`src/rtl/sram_port_arbiter.sv`:
```
// sram_port_arbiter: shares one single-port SRAM between instruction fetch and data access.
// Rev 1.0 - kseg0/kseg1 mapping, data-priority arbitration with bounded instruction starvation.
`default_nettype none

module sram_port_arbiter #(
  parameter int MAX_DBURST = 4
) (
  input  logic        clk,
  input  logic        resetn,
  input  logic        inst_req,
  input  logic [31:0] inst_addr_v,
  output logic        inst_gnt,
  output logic        inst_rvalid,
  output logic [31:0] inst_rdata,
  input  logic        data_req,
  input  logic [3:0]  data_wen,
  input  logic [31:0] data_addr_v,
  input  logic [31:0] data_wdata,
  output logic        data_gnt,
  output logic        data_rvalid,
  output logic [31:0] data_rdata,
  output logic        sram_en,
  output logic [3:0]  sram_wen,
  output logic [31:0] sram_addr,
  output logic [31:0] sram_wdata,
  input  logic [31:0] sram_rdata
);

  typedef enum logic [1:0] {
    OWN_NONE = 2'd0,
    OWN_INST = 2'd1,
    OWN_DATA = 2'd2
  } owner_t;

  localparam logic [3:0] DMAX = 4'(MAX_DBURST);

  owner_t      owner;
  logic [3:0]  dcnt;
  logic [31:0] inst_hold;
  logic [31:0] data_hold;
  logic        inst_win;
  logic        data_win;

  // kseg0 (100) and kseg1 (101) both collapse onto physical low memory
  function automatic logic [31:0] kmap(input logic [31:0] a);
    kmap = (a[31:30] == 2'b10) ? {3'b000, a[28:0]} : a;
  endfunction

  assign inst_win = inst_req & (~data_req | (dcnt == DMAX));
  assign data_win = data_req & ~inst_win;

  assign inst_gnt   = resetn & inst_win;
  assign data_gnt   = resetn & data_win;
  assign sram_en    = inst_gnt | data_gnt;
  assign sram_addr  = inst_win ? kmap(inst_addr_v) : kmap(data_addr_v);
  assign sram_wen   = data_gnt ? data_wen : 4'b0000;
  assign sram_wdata = data_wdata;

  // Read data bypasses straight from the SRAM in the response cycle, then holds
  assign inst_rvalid = (owner == OWN_INST);
  assign data_rvalid = (owner == OWN_DATA);
  assign inst_rdata  = inst_rvalid ? sram_rdata : inst_hold;
  assign data_rdata  = data_rvalid ? sram_rdata : data_hold;

  always_ff @(posedge clk) begin
    if (!resetn) begin
      owner     <= OWN_NONE;
      dcnt      <= 4'd0;
      inst_hold <= 32'd0;
      data_hold <= 32'd0;
    end else begin
      if (inst_gnt)
        owner <= OWN_INST;
      else if (data_gnt && (data_wen == 4'b0000))
        owner <= OWN_DATA;
      else
        owner <= OWN_NONE;

      if (!inst_req || inst_gnt)
        dcnt <= 4'd0;
      else if (data_gnt && (dcnt != DMAX))
        dcnt <= dcnt + 4'd1;

      if (inst_rvalid)
        inst_hold <= sram_rdata;
      if (data_rvalid)
        data_hold <= sram_rdata;
    end
  end

endmodule

`default_nettype wire

```
`config.mk`:
```
export PLATFORM = sky130hd
export DESIGN_NAME = sram_port_arbiter
export DESIGN_NICKNAME = d
export VERILOG_FILES = /design/src/rtl/sram_port_arbiter.sv
export SDC_FILE = /design/constraint.sdc
export NUM_CORES = 1
export LEC_CHECK = 0
export BUFFER_PORTS_ARGS = -buffer_cell sky130_fd_sc_hd__buf_2
export CORE_AREA = 5 5 101 103
export DETAILED_ROUTE_END_ITERATION = 6
export DIE_AREA = 0 0 106 108
export GPL_TIMING_DRIVEN = 0
export PLACE_DENSITY = 0.87
export RECOVER_POWER = 25
export SLEW_MARGIN = 25
export SYNTH_ARGS = -nofsm -noshare
export SYNTH_HDL_FRONTEND = slang
export SYNTH_SLANG_ARGS = --single-unit
```
`constraint.sdc`:
```
create_clock -name clk -period 2.8 [get_ports clk]
set_clock_uncertainty 0.15 [all_clocks]
set_input_delay 0.42 -clock clk [delete_from_list [all_inputs] [get_ports clk]]
set_output_delay 0.42 -clock clk [all_outputs]
set_load 0.05 [all_outputs]
```
# After elaboration in Yosys (flattened, before gate mapping)
# Index checks and enable logic that the tools add are counted.
# classes
addsub	1
n_mux	8
n_eq_ne	6
reduce_logical	7
bitwise_logic	9
# op_table
operator	count
2-to-1 mux 32 bit	5
== test 2 bit (second input constant)	3
adder 4 x 1 -> 4 bit (second input constant)	1
AND 1 bit	4
== test 4 x 3 -> 1 bit (second input constant)	1
zero test 4 bit	1
2-to-1 mux 4 bit	1
!= test 4 x 3 -> 1 bit (second input constant)	1
OR reduction 2 bit	2
inverter 1 bit	3
== test 2 x 1 -> 1 bit (second input constant)	1
logical AND 1 bit	2
2-to-1 mux 2 bit	1
bitwise OR 1 bit	2
zero test 1 bit	1
logical OR 1 bit	1
2-to-1 mux 1 bit	1
# totals
reg_bits	70

# Depth between registers and ports, before layout
# depth
word_depth	9
mapped_depth	6

# Least setup slack after synthesis
# OpenSTA, ideal clock, no wires.
# synth_path
path_type	flip-flop to output port
startpoint	reg dcnt[0]
endpoint	out sram_addr[29]
path_stages_with_launch	7
setup_slack_ps	264
n_path_buf	1
arrival_ps	1966
cell_sequence	dfxtp_1 > inv_1 > ha_1 > nand3b_4 > a21oi_4 > buf_6 > mux2i_1
# synth_via
elab_chain_cells	4
# synth_lines
element	line_no	text
start: declaration	38	logic [3:0] dcnt;
start signal: assignment	82	dcnt <= dcnt + 4'd1;
== test 4 x 3 -> 1 bit	49	assign inst_win = inst_req & (~data_req | (dcnt == DMAX));
bitwise OR 1 bit	49	
AND 1 bit	49	
2-to-1 mux 32 bit	55	assign sram_addr = inst_win ? kmap(inst_addr_v) : kmap(data_addr_v);
end: declaration	24	output logic [31:0] sram_addr,
# Every way passes these cells.

# Final worst setup path
# layout_path
startpoint	reg dcnt[0]
endpoint	out sram_addr[12]
# The elaborated chain is that of the path after synthesis.

==> impl.org <==
** Run status
- Outcome :: completed

** Floorplanning
- The die is roughly 110 um tall.
- Total die area :: 11,400 um2
- Number of top-level pins :: ~270
- Standard-cell rows :: 35
- Effective utilization at floorplan :: between 40% and 50%
- Die width :: approximately 110 um
- The core region is roughly 9000 um2.

** Final layout
- Number of antenna diodes :: 0
- Ratio of cells with drive above 1 in the final layout :: about three fifths
- Area delta synth->final :: 40.0%
- Nets :: about 710
- After routing the design area is between 5000 and 6000 um2.

** Placement
- Summing all placed instances gives a cell area of just over 5000 um2.
- Final HPWL from detailed placement :: between 10,000 and 15,000 um
- Routability Congestion :: 0.870
- The count of buffers added on input and output ports is 240.

** Synthesis
- Post-synthesis async set-or-reset flop share :: 0%
- Portion of the post-synthesis area used by sequential elements :: between 30% and 40%
- In this run the cell area of the synthesized design comes to between 3000 and 4000 um2.
- After technology mapping, the gate count stands at roughly 320.
- Synthesized net count :: 453
- #FFs+latches synth :: 70
- The synthesized design devotes to its leading area cell type a little under two fifths of total area.
- Distinct cell type count after synthesis :: 24
- Most area-consuming cells after synthesis :: sky130_fd_sc_hd__dfxtp_1 38%, sky130_fd_sc_hd__mux2_4 26%, sky130_fd_sc_hd__and2_1 12%
- Leading cell types by count after synthesis :: 71 x sky130_fd_sc_hd__and2_1, 70 x sky130_fd_sc_hd__dfxtp_1, 64 x sky130_fd_sc_hd__mux2_4
- Top_reg_cell synth :: sky130_fd_sc_hd__dfxtp_1
- Counting flops with a built-in enable in the synthesized netlist gives 0.
- Top-count cell post-synth :: sky130_fd_sc_hd__and2_1
- Largest area contributor in the netlist :: sky130_fd_sc_hd__dfxtp_1
- Yosys printed 0 warnings.
- The average instance in the mapped netlist occupies roughly 12 um2.

** Global routing
- The initial antenna violation count was 0.
- Maximum number of pins on one net before global-route repair :: 14
- Global routing used between 20% and 30% of the available tracks across all layers.
- Vias in the first global route :: ~3,400
- The first global-routing pass estimated 18,300 um of wire.
- For this run the aggregate overflow at the end of global routing stands at 0.

** Drt
- Post-DRT Antenna Nets :: 0
- Average wire per cell in the routed design :: roughly 18 um
- DRC :: 0
- Vias per cell :: ~4.6
- Wire length reported by the detailed router :: ~12,000 um
- Detailed routing inserted a total of roughly 3,100 vias.
- Number of iterations in the first detailed-routing pass :: 4
- DRC marker count from the first detailed-route iteration :: 59

** Timing
- Time the final worst path needs with I/O delays and setup :: roughly 2.6 ns
- After routing, the total negative slack on setup checks comes to 0 ns.
- After layout, the worst path uses a little over nine tenths of the clock period.
- RSZ-0062 raised after global routing :: false
- Measured against its own limit, the worst slew margin works out to between 50 and 60%.
- Highest Clock Rate :: about 380 MHz
- For the pin with the worst max-slew slack, the measured transition is 0.735 ns.
- Max-slew violation count :: 0
- Final count of hold timing violations :: 0
- Setup violations remaining at the end of the flow were counted as 0.

** Flow run
- # Max-Cap Violations :: 0

** Pwr
- Power Dens Cells :: around 490 nW/um2
- VDD sags by at most about 0.21 mV.
- Leak :: roughly 2.8 nW

** Clock tree
- Buffers added to address setup during post-CTS repair amount to 0.
- The clock passes through at most 2 buffers.
- Clock Root Buffer :: sky130_fd_sc_hd__clkbuf_8
- Number of clock sinks :: 70
- TritonCTS created 9 clock buffers.
- TritonCTS built the clock tree.
- Hold-fix buffers, CTS :: 0
- Number of H-tree branching levels :: 3
- The clock reaches the later pin of the worst-skew pair after ~0.33 ns.
- After clock tree synthesis, the repair step resized 0 gates.
- Clock-pin slew was measured on the worst setup and hold paths at about 0.07 ns.

** Worst setup path
- R2R Setup Slk :: 0.97 ns
- Endpoint kind of the worst setup timing path :: output port
- Highest fanout seen on the critical path :: 10
- The worst setup path is launched from a register.
- The worst register-to-register path has a depth of 5.
- In this run the critical register-to-register path is captured at inst_hold[0]$_SDFF_PN0_.
- At the worst endpoint, the arrival time is roughly 2.1 ns.
- The critical path is of the register to output port type.
- At the worst endpoint, the required time is roughly 2.2 ns.
- Worst flop-to-flop path startpoint :: owner[1]$_SDFF_PP0_

** Worst hold path
- Number of cells traversed by the worst hold path :: 3
- The min-delay analysis places its worst path in the category primary input to register.
- For hold timing, the worst endpoint is owner[1]$_SDFF_PP0_.
- Startpoint of the most critical hold path :: data_wen[3]
-- report_power, final --
part	switching (W)	internal [W]
clock	0.000379	0.000418
sequential	0.00000624	0.00102
combinational	0.000509	0.000242
total	0.000895	0.00168
-- critical path: stages (launching register included) --
cell                       delay (ns)
sky130_fd_sc_hd__dfxtp_1         0.34
sky130_fd_sc_hd__inv_1           0.06
sky130_fd_sc_hd__ha_1            0.18
sky130_fd_sc_hd__nand3b_4        0.10
sky130_fd_sc_hd__a21oi_4         0.26
sky130_fd_sc_hd__buf_6           0.19
sky130_fd_sc_hd__mux2_2          0.36
sky130_fd_sc_hd__buf_2           0.22
-- placed cells by master, fill, tap and decap left out, types with 2 or more instances in the layout --
cell type and instances:
sky130_fd_sc_hd__and2_1 71, sky130_fd_sc_hd__buf_6 9, sky130_fd_sc_hd__buf_2 208, sky130_fd_sc_hd__dfxtp_1 70, sky130_fd_sc_hd__mux2_2 26, sky130_fd_sc_hd__nor2_1 4
sky130_fd_sc_hd__mux2i_1 2, sky130_fd_sc_hd__nand2_1 2, sky130_fd_sc_hd__ha_1 2, sky130_fd_sc_hd__clkbuf_1 42, sky130_fd_sc_hd__mux2_1 9, sky130_fd_sc_hd__inv_1 7
sky130_fd_sc_hd__o21ai_0 2, sky130_fd_sc_hd__nand4_1 2, sky130_fd_sc_hd__clkinv_4 3, sky130_fd_sc_hd__mux2_4 59, sky130_fd_sc_hd__clkbuf_8 9, sky130_fd_sc_hd__buf_4 35
-- per-layer routing --
metal  track usage, %  vias to the layer above  wire length [um]
met2             39.7                      147              6580
met3             6.03                       16               907
met5                0                        -                 0
li1                 -                     1519                 -
met1             21.7                     1462              4510
met4             7.22                        0               265
-- worst max-delay path by stage --
stage               slack (ns)  cells after the start            startpoint            end
global route              0.02                      7  dcnt[0]$_SDFFE_PP0P_  sram_addr[12]
finish                    0.17                      7  dcnt[0]$_SDFFE_PP0P_  sram_addr[12]
detailed placement        0.43                      7  dcnt[0]$_SDFFE_PP0P_  sram_addr[12]
CTS                       0.05                      7  dcnt[0]$_SDFFE_PP0P_  sram_addr[12]
floorplan                 0.26                      6  dcnt[0]$_SDFFE_PP0P_  sram_addr[29]
global placement          0.46                      7  dcnt[0]$_SDFFE_PP0P_  sram_addr[26]
-- sequential cells by signal, summed over array words and instances, names as in the netlist --
name and flops:
owner 2, data_hold 32, inst_hold 32, dcnt 4
-- final cells by class --
| type | instances | area (um2) |
|---|---|---|
| Buffer | 50 | 375 |
| Clock buffer | 10 | 128 |
| Clock inverter | 6 | 70.1 |
| Fill cell | 828 | 3880 |
| Inverter | 7 | 26.3 |
| Multi-Input combinational cell | 188 | 1900 |
| Sequential cell | 70 | 1400 |
| Tap cell | 111 | 139 |
| Timing Repair Buffer | 243 | 1180 |
-- cell families after synthesis --
| group | synth area share [%] |
|---|---|
| AOI/OAI and AO/OA | 1.17 |
| adders and majority gates | 0.670 |
| DFF | 37.5 |
| xor gates and xnor gates | 0.469 |
| muxes | 35.3 |
| and+or+nand+nor | 13.9 |
| buffers and inverters | 11.0 |
-- through the flow --
step                      total power (W)  hold slack, ns  instances  setup WS (ns)  util [%]
after floorplan                   0.00160           0.280        315          0.264         -
after global placement            0.00180           0.289        666          0.455      55.7
after detailed placement          0.00181           0.305        666          0.425      55.7
after CTS                         0.00262           0.235        682         0.0524      57.9
after global routing              0.00269           0.240        685         0.0195      57.4
final                             0.00257           0.255        685          0.173      57.4
(Power assumes the default switching activity.)
